[src/rtl/dsc_csc_slice_feeder.sv]
// dsc_csc_slice_feeder
//   Input stage of the DSC encoder. Accepts slice-ordered RGB pixels over
//   valid/ready, converts them to YCoCg-R (or passes RGB through), and tags
//   each pixel with start-of-slice / end-of-line / end-of-slice flags derived
//   from the slice geometry latched at the start of each slice. Misaligned
//   slice starts raise a sticky error and resynchronise the position counters.
//
// Ports
//   clk, rst_n                  clock, async active-low reset
//   cfg_slice_width/height      slice geometry (>=1), latched on slice start
//   cfg_csc_en                  1 = YCoCg-R, 0 = RGB passthrough
//   in_valid/in_ready/in_sos    input handshake and slice-start marker
//   in_rgb                      {R,G,B}, R in MSBs
//   out_valid/out_ready         output handshake
//   out_c0/c1/c2                Y/Co/Cg (offset) or zero-extended R/G/B
//   out_sos/out_eol/out_eos     position tags
//   err_sos                     sticky misaligned-slice-start flag
//
// Build option
//   DSC_CSC_BYPASS_EN : removes the colour converter; outputs are always
//                       zero-extended RGB, latency unchanged.
//
// FSM states
//   state  | meaning
//   IDLE   | waiting for a pixel with in_sos; other pixels are dropped
//   ACTIVE | inside a slice, counting x/y

module dsc_csc_slice_feeder #(
  parameter int BPC   = 8,
  parameter int DIM_W = 16
) (
  input  logic               clk,
  input  logic               rst_n,
  input  logic [DIM_W-1:0]   cfg_slice_width,
  input  logic [DIM_W-1:0]   cfg_slice_height,
  input  logic               cfg_csc_en,
  input  logic               in_valid,
  output logic               in_ready,
  input  logic               in_sos,
  input  logic [3*BPC-1:0]   in_rgb,
  output logic               out_valid,
  input  logic               out_ready,
  output logic [BPC:0]       out_c0,
  output logic [BPC:0]       out_c1,
  output logic [BPC:0]       out_c2,
  output logic               out_sos,
  output logic               out_eol,
  output logic               out_eos,
  output logic               err_sos
);

  localparam int IW = BPC + 2;
  localparam logic [BPC:0] OFS = {1'b1, {BPC{1'b0}}};

  typedef enum logic {IDLE, ACTIVE} state_t;

  state_t             state_q, state_d;
  logic [DIM_W-1:0]   x_q, x_d, y_q, y_d;
  logic [DIM_W-1:0]   w_q, h_q, w_eff, h_eff;
  logic [DIM_W-1:0]   x_cur, y_cur;
  logic               csc_q, csc_eff, csc_sel;
  logic               rdy_q;
  logic               accept, load, keep, err_set;
  logic               tag_sos, tag_eol, tag_eos;

  logic               s1_valid, s2_valid, s1_en, s2_en;
  logic signed [IW-1:0] s1_a, s1_b;
  logic [BPC-1:0]     s1_g;
  logic               s1_csc, s1_sos, s1_eol, s1_eos;

  logic [BPC:0]       s2_c0, s2_c1, s2_c2;
  logic               s2_sos, s2_eol, s2_eos;
  logic [BPC:0]       c0_d, c1_d, c2_d;

  logic [BPC-1:0]     r_in, g_in, b_in;
  logic signed [IW-1:0] a_in, b_val;

  assign {r_in, g_in, b_in} = in_rgb;

  // Handshake: stage 2 frees when empty or draining; stage 1 frees when empty
  // or moving into stage 2. rdy_q keeps in_ready low through reset.
  assign s2_en    = !s2_valid || out_ready;
  assign s1_en    = !s1_valid || s2_en;
  assign in_ready = rdy_q && s1_en;
  assign accept   = in_valid && in_ready;

  always_ff @(posedge clk or negedge rst_n) begin
    if (!rst_n) begin
      state_q <= IDLE;
      x_q     <= '0;
      y_q     <= '0;
      w_q     <= '0;
      h_q     <= '0;
      csc_q   <= 1'b0;
      err_sos <= 1'b0;
      rdy_q   <= 1'b0;
    end else begin
      state_q <= state_d;
      x_q     <= x_d;
      y_q     <= y_d;
      rdy_q   <= 1'b1;
      if (err_set) err_sos <= 1'b1;
      if (load) begin
        w_q   <= cfg_slice_width;
        h_q   <= cfg_slice_height;
        csc_q <= cfg_csc_en;
      end
    end
  end

  always_comb begin
    state_d = state_q;
    x_d     = x_q;
    y_d     = y_q;
    load    = 1'b0;
    keep    = 1'b0;
    err_set = 1'b0;
    x_cur   = x_q;
    y_cur   = y_q;
    w_eff   = w_q;
    h_eff   = h_q;
    csc_eff = csc_q;

    case (state_q)
      IDLE: begin
        if (accept) begin
          if (in_sos) begin
            load = 1'b1;
            keep = 1'b1;
          end else begin
            err_set = 1'b1;
          end
        end
      end
      ACTIVE: begin
        if (accept) begin
          keep = 1'b1;
          if (in_sos) begin
            load = 1'b1;
            if ((x_q != '0) || (y_q != '0)) err_set = 1'b1;
          end
        end
      end
      default: state_d = IDLE;
    endcase

    // A slice start uses the live config for its own tags, since the shadow
    // registers only update on the accepting edge.
    if (load) begin
      x_cur   = '0;
      y_cur   = '0;
      w_eff   = cfg_slice_width;
      h_eff   = cfg_slice_height;
      csc_eff = cfg_csc_en;
    end

    tag_sos = (x_cur == '0) && (y_cur == '0);
    tag_eol = (x_cur == (w_eff - DIM_W'(1)));
    tag_eos = tag_eol && (y_cur == (h_eff - DIM_W'(1)));

    if (keep) begin
      state_d = ACTIVE;
      if (tag_eol) begin
        x_d = '0;
        if (tag_eos) begin
          y_d     = '0;
          state_d = IDLE;
        end else begin
          y_d = y_cur + DIM_W'(1);
        end
      end else begin
        x_d = x_cur + DIM_W'(1);
        y_d = y_cur;
      end
    end
  end

`ifdef DSC_CSC_BYPASS_EN
  logic unused_cfg;
  assign unused_cfg = csc_eff;
  assign csc_sel    = 1'b0;
  assign a_in       = $signed({2'b00, r_in});
  assign b_val      = $signed({2'b00, b_in});
`else
  logic signed [IW-1:0] co_c, t_c;
  assign co_c    = $signed({2'b00, r_in}) - $signed({2'b00, b_in});
  assign t_c     = $signed({2'b00, b_in}) + (co_c >>> 1);
  assign csc_sel = csc_eff;
  // Stage 1 carries co/t when converting, raw R/B otherwise.
  assign a_in    = csc_sel ? co_c : $signed({2'b00, r_in});
  assign b_val   = csc_sel ? t_c  : $signed({2'b00, b_in});
`endif

  always_ff @(posedge clk or negedge rst_n) begin
    if (!rst_n) begin
      s1_valid <= 1'b0;
      s1_a     <= '0;
      s1_b     <= '0;
      s1_g     <= '0;
      s1_csc   <= 1'b0;
      s1_sos   <= 1'b0;
      s1_eol   <= 1'b0;
      s1_eos   <= 1'b0;
    end else if (s1_en) begin
      s1_valid <= keep;
      if (keep) begin
        s1_a   <= a_in;
        s1_b   <= b_val;
        s1_g   <= g_in;
        s1_csc <= csc_sel;
        s1_sos <= tag_sos;
        s1_eol <= tag_eol;
        s1_eos <= tag_eos;
      end
    end
  end

`ifdef DSC_CSC_BYPASS_EN
  logic unused_bits;
  assign unused_bits = ^{s1_a[IW-1:BPC+1], s1_b[IW-1:BPC+1], s1_csc};
  assign c0_d = s1_a[BPC:0];
  assign c1_d = {1'b0, s1_g};
  assign c2_d = s1_b[BPC:0];
`else
  logic signed [IW-1:0] cg_c, y_c;
  logic unused_bits;
  assign cg_c = $signed({2'b00, s1_g}) - s1_b;
  assign y_c  = s1_b + (cg_c >>> 1);
  // Offsets are applied modulo 2^(BPC+1): the top intermediate bit is just sign.
  assign unused_bits = ^{s1_a[IW-1], y_c[IW-1], cg_c[IW-1]};
  assign c0_d = s1_csc ? y_c[BPC:0]          : s1_a[BPC:0];
  assign c1_d = s1_csc ? (s1_a[BPC:0] + OFS) : {1'b0, s1_g};
  assign c2_d = s1_csc ? (cg_c[BPC:0] + OFS) : s1_b[BPC:0];
`endif

  always_ff @(posedge clk or negedge rst_n) begin
    if (!rst_n) begin
      s2_valid <= 1'b0;
      s2_c0    <= '0;
      s2_c1    <= '0;
      s2_c2    <= '0;
      s2_sos   <= 1'b0;
      s2_eol   <= 1'b0;
      s2_eos   <= 1'b0;
    end else if (s2_en) begin
      s2_valid <= s1_valid;
      if (s1_valid) begin
        s2_c0  <= c0_d;
        s2_c1  <= c1_d;
        s2_c2  <= c2_d;
        s2_sos <= s1_sos;
        s2_eol <= s1_eol;
        s2_eos <= s1_eos;
      end
    end
  end

  assign out_valid = s2_valid;
  assign out_c0    = s2_c0;
  assign out_c1    = s2_c1;
  assign out_c2    = s2_c2;
  assign out_sos   = s2_sos;
  assign out_eol   = s2_eol;
  assign out_eos   = s2_eos;

endmodule

[config.mk]
export PLATFORM = sky130hd
export DESIGN_NAME = dsc_csc_slice_feeder
export DESIGN_NICKNAME = d
export VERILOG_FILES = /design/src/rtl/dsc_csc_slice_feeder.sv
export SDC_FILE = /design/constraint.sdc
export NUM_CORES = 1
export LEC_CHECK = 0
export CORE_MARGIN = 3
export CORE_UTILIZATION = 41
export DETAILED_ROUTE_END_ITERATION = 16
export PLACE_DENSITY_LB_ADDON = 0.05
export SLEW_MARGIN = 20
export SYNTH_ARGS = -nofsm -noshare
export SYNTH_HDL_FRONTEND = slang
export SYNTH_SLANG_ARGS = --single-unit
[constraint.sdc]
create_clock -name clk -period 10.8 [get_ports clk]
set_clock_uncertainty 0.2 [all_clocks]
set_input_delay 2.16 -clock clk [delete_from_list [all_inputs] [get_ports clk]]
set_output_delay 2.16 -clock clk [all_outputs]
set_load 0.02 [all_outputs]
==> out/results.ini <==
[status]
status=completed

[cts]
hold_buffers=0
cts_buffers=17
cts-htree-levels=4
postCtsSetupBuffers=0
cts_root_buf=clkbuf_16
cts_tree=yes
cts_resized=0
cts.reportedPaths.clkPinSlew_ns=0.06
clock_latency_ns=0.44
cts_sinks=131
cts_buffer_depth=2

[pwr]
irDropWorstVdd_mv=0.1152
seqPwrFrac_pct=32.0
leakage_nw=4.802
p_sw_uw=858.2
internal_power_mw=1.358
p_comb_share_pct=41.9
clock_power_share_pct=26.1
power.density_mw_per_mm2=202.9
switching_share_pct=38.73

[sta]
final_min_period_over_clock_period_pct=65.09
tns_ns=0
period_needed_ns=7.029
hold_violations=0
fin_ws_ns=3.771
tightestPinTransition_ns=0.9246
fmax_mhz=142.3
final_max_slew_viol_count=0
setup-violations-final=0
rsz0062_at_grt=no
slew_headroom_pct=38.14

[drt]
drt-initial-drc-count=406
via_per_inst=5.594
drc=0
wl_mm=25.33
drt_pass1_iterations=5
drt-wirelength-per-cell_microns=17.38
num_vias=8151
postRouteAntennaNets=0

[grt]
grt_max_degree=82
grt_antenna_before_repair=0
grt_use_total_pct=21.27
grt_pass1_wl_mm=41.49
grt_pass1_vias=7875
grt_overflow=0

[logic_synthesis]
yosysWarnings=0
avgSynthCellArea_sq_um=8.393
async_reset_ff_share_pct=100.0
synth_edf_count=0
ys_ff_latch=131
synth_flop_cell=dfrtp_1
yosysUniqueCellTypes=85
synth.cell_area_sq_mm=0.009233
synth_nets=1205
netlist_instances=1100
yosysSeqAreaShare_pct=35.51

[placement]
dp_slack_ns=3.378
dpl_cell_area_sq_mm=0.01035
hpwlAfterDp_mm=18.22
io_buffer_count=94
gp_congestion=0.8519

[critical_path]
critPathTopFamily=simple AND/OR/NAND/NOR gates
crit_chain=clkdlybuf4s50_1, and3_2, nand2_2, buf_4, mux2i_1, ha_1, nand2b_1, a2111o_1, a21oi_1, xnor2_1, mux2i_1, nor4_1, nand4b_2, nand2_1, o311ai_1
worst_ep_required_time_ns=10.90
reg2reg_from=rdy_q$_DFF_PN0_
worstSetupPathType=input port to register
worstPathArrival_ns=7.13
slowest_delay_ns=0.65
crit_top_cell=mux2i_1
critPathLaunch=in_valid
cp-end-kind=register
crit_slowest_cell=buf_4
critPathMaxFanout=59
worst_setup_path_start_kind=input port
path_buf_inv=2

[min_path]
hp-start=out_c0[0]$_DFFE_PN0P_
hold_class=register to register

[final_layout]
final_cell_mix=nand2_1 (199), dfrtp_1 (131), clkdlybuf4s50_1 (93)
regArea_sq_mm=0.003278
fillers=2135
multi_input_area_sq_mm=0.005512
final_common_cell=nand2_1
antenna_cells=0
fin_nets=1269
drive_above_1_share_pct=6.287
stdcell_area_sq_mm=0.01092
flow.area_growth_from_synthesis_pct=18.25

[floorplan]
start_util_pct=42.05
io_pins=95
fp.dieH_microns=156.1
core.rowCount=54
die-area_sq_mm=0.02435
core_area_sq_mm=0.02196
die_x_microns=156.1

[run]
drv_cap=0

per-layer routing:
metal	vias up	share of wire (%)	track usage, %
li1	4046	-	-
met1	3865	47	29.26
met2	200	46	34.02
met3	40	4.1	3.883
met4	0	2.3	6.812
met5	-	0	0
logic make-up (layout without fill, tap and decap cells):
| family | count (synthesis) | in the layout | synth area share (%) |
|---|---|---|---|
| compound gates | 231 | 231 | 16.28 |
| xor+xnor | 77 | 77 | 7.304 |
| fa+ha+maj | 44 | 44 | 6.261 |
| buf+inv | 112 | 189 | 4.906 |
| flops | 131 | 131 | 35.51 |
| mux | 50 | 50 | 5.543 |
| other cells | 1 | 1 | 0.04062 |
| simple gates | 454 | 454 | 24.16 |
power by group through the flow:
stage          clock network (mW)  registers (mW)  logic, mW
3_5_place_dp                    0           0.718      0.935
5_1_grt                     0.610           0.727       1.05
4_1_cts                     0.589           0.710      0.939
2_1_floorplan                   0           0.742      0.615
3_3_place_gp                    0           0.716      0.924
6_report                    0.578           0.709      0.929
synth_stat cells, types with 10 or more instances:
| library cell | instances | area [sq um] |
|---|---|---|
| nand2_1 | 200 | 750.7 |
| dfrtp_1 | 131 | 3278 |
| mux2i_1 | 41 | 410.4 |
| nand4_1 | 26 | 162.7 |
| nor2_1 | 62 | 232.7 |
| nand3_1 | 31 | 155.2 |
| a21oi_1 | 44 | 220.2 |
| nor4_1 | 28 | 175.2 |
| nor3b_1 | 10 | 75.07 |
| ha_1 | 39 | 488.0 |
| xor2_1 | 22 | 192.7 |
| o21ai_0 | 81 | 405.4 |
| inv_1 | 53 | 198.9 |
| nor3_1 | 21 | 105.1 |
| o21bai_1 | 10 | 75.07 |
| xnor2_1 | 55 | 481.7 |
| clkbuf_1 | 39 | 146.4 |
worst paths after layout:
| path | to | slack (ns) | cells after the start |
|---|---|---|---|
| max | y_q[3]$_DFFE_PN0N_ | 3.77 | 15 |
| max in group asynchronous | s1_a[2]$_DFFE_PN0P_ | 7.59 | 2 |
| min | out_c0[0]$_DFFE_PN0P_ | 0.27 | 2 |
| min in group asynchronous | out_c0[0]$_DFFE_PN0P_ | 1.58 | 1 |
| max reg2reg | y_q[3]$_DFFE_PN0N_ | 5.60 | 14 |
| min reg2reg | out_c0[0]$_DFFE_PN0P_ | 0.27 | 2 |
final cells by class:
class | count | share of cell area [%]
flip-flops and latches | 131 | 30.03
clock buffers | 19 | 4.057
repair buffers | 102 | 9.179
multi-input cells | 857 | 50.48
well taps | 280 | 3.209
clock inverters | 13 | 1.157
inverters | 55 | 1.891
sequential cells by signal, summed over array words and instances (netlist names), 8 cells and up:
register  cells
s1_g          8
y_q          16
s1_b         10
s1_a          9
out_c1        9
x_q          16
out_c2        9
out_c0        9
h_q          16
w_q          16
stage by stage:
| step | util, % | std cells | power (mW) | hold slack [ns] |
|---|---|---|---|---|
| 5_1_grt | 49.72 | 1457 | 2.385 | 0.3042 |
| 2_1_floorplan | - | 1100 | 1.357 | 0.2348 |
| 4_1_cts | 49.72 | 1457 | 2.238 | 0.2796 |
| 3_3_place_gp | 47.13 | 1425 | 1.639 | 0.2577 |
| 6_report | 49.72 | 1457 | 2.216 | 0.2735 |
| 3_5_place_dp | 47.13 | 1425 | 1.653 | 0.2649 |
worst register-to-register path: stages (launching register included):
cell      delay [ns]
dfrtp_1         0.38
and3_2          0.31
nand2_2         0.43
buf_4           0.65
mux2i_1         0.35
ha_1            0.33
nand2b_1        0.13
a2111o_1        0.41
a21oi_1         0.20
xnor2_1         0.14
mux2i_1         0.11
nor4_1          0.38
nand4b_2        0.57
nand2_1         0.36
o311ai_1        0.13
Note: power is estimated with default switching activity, not from simulation.
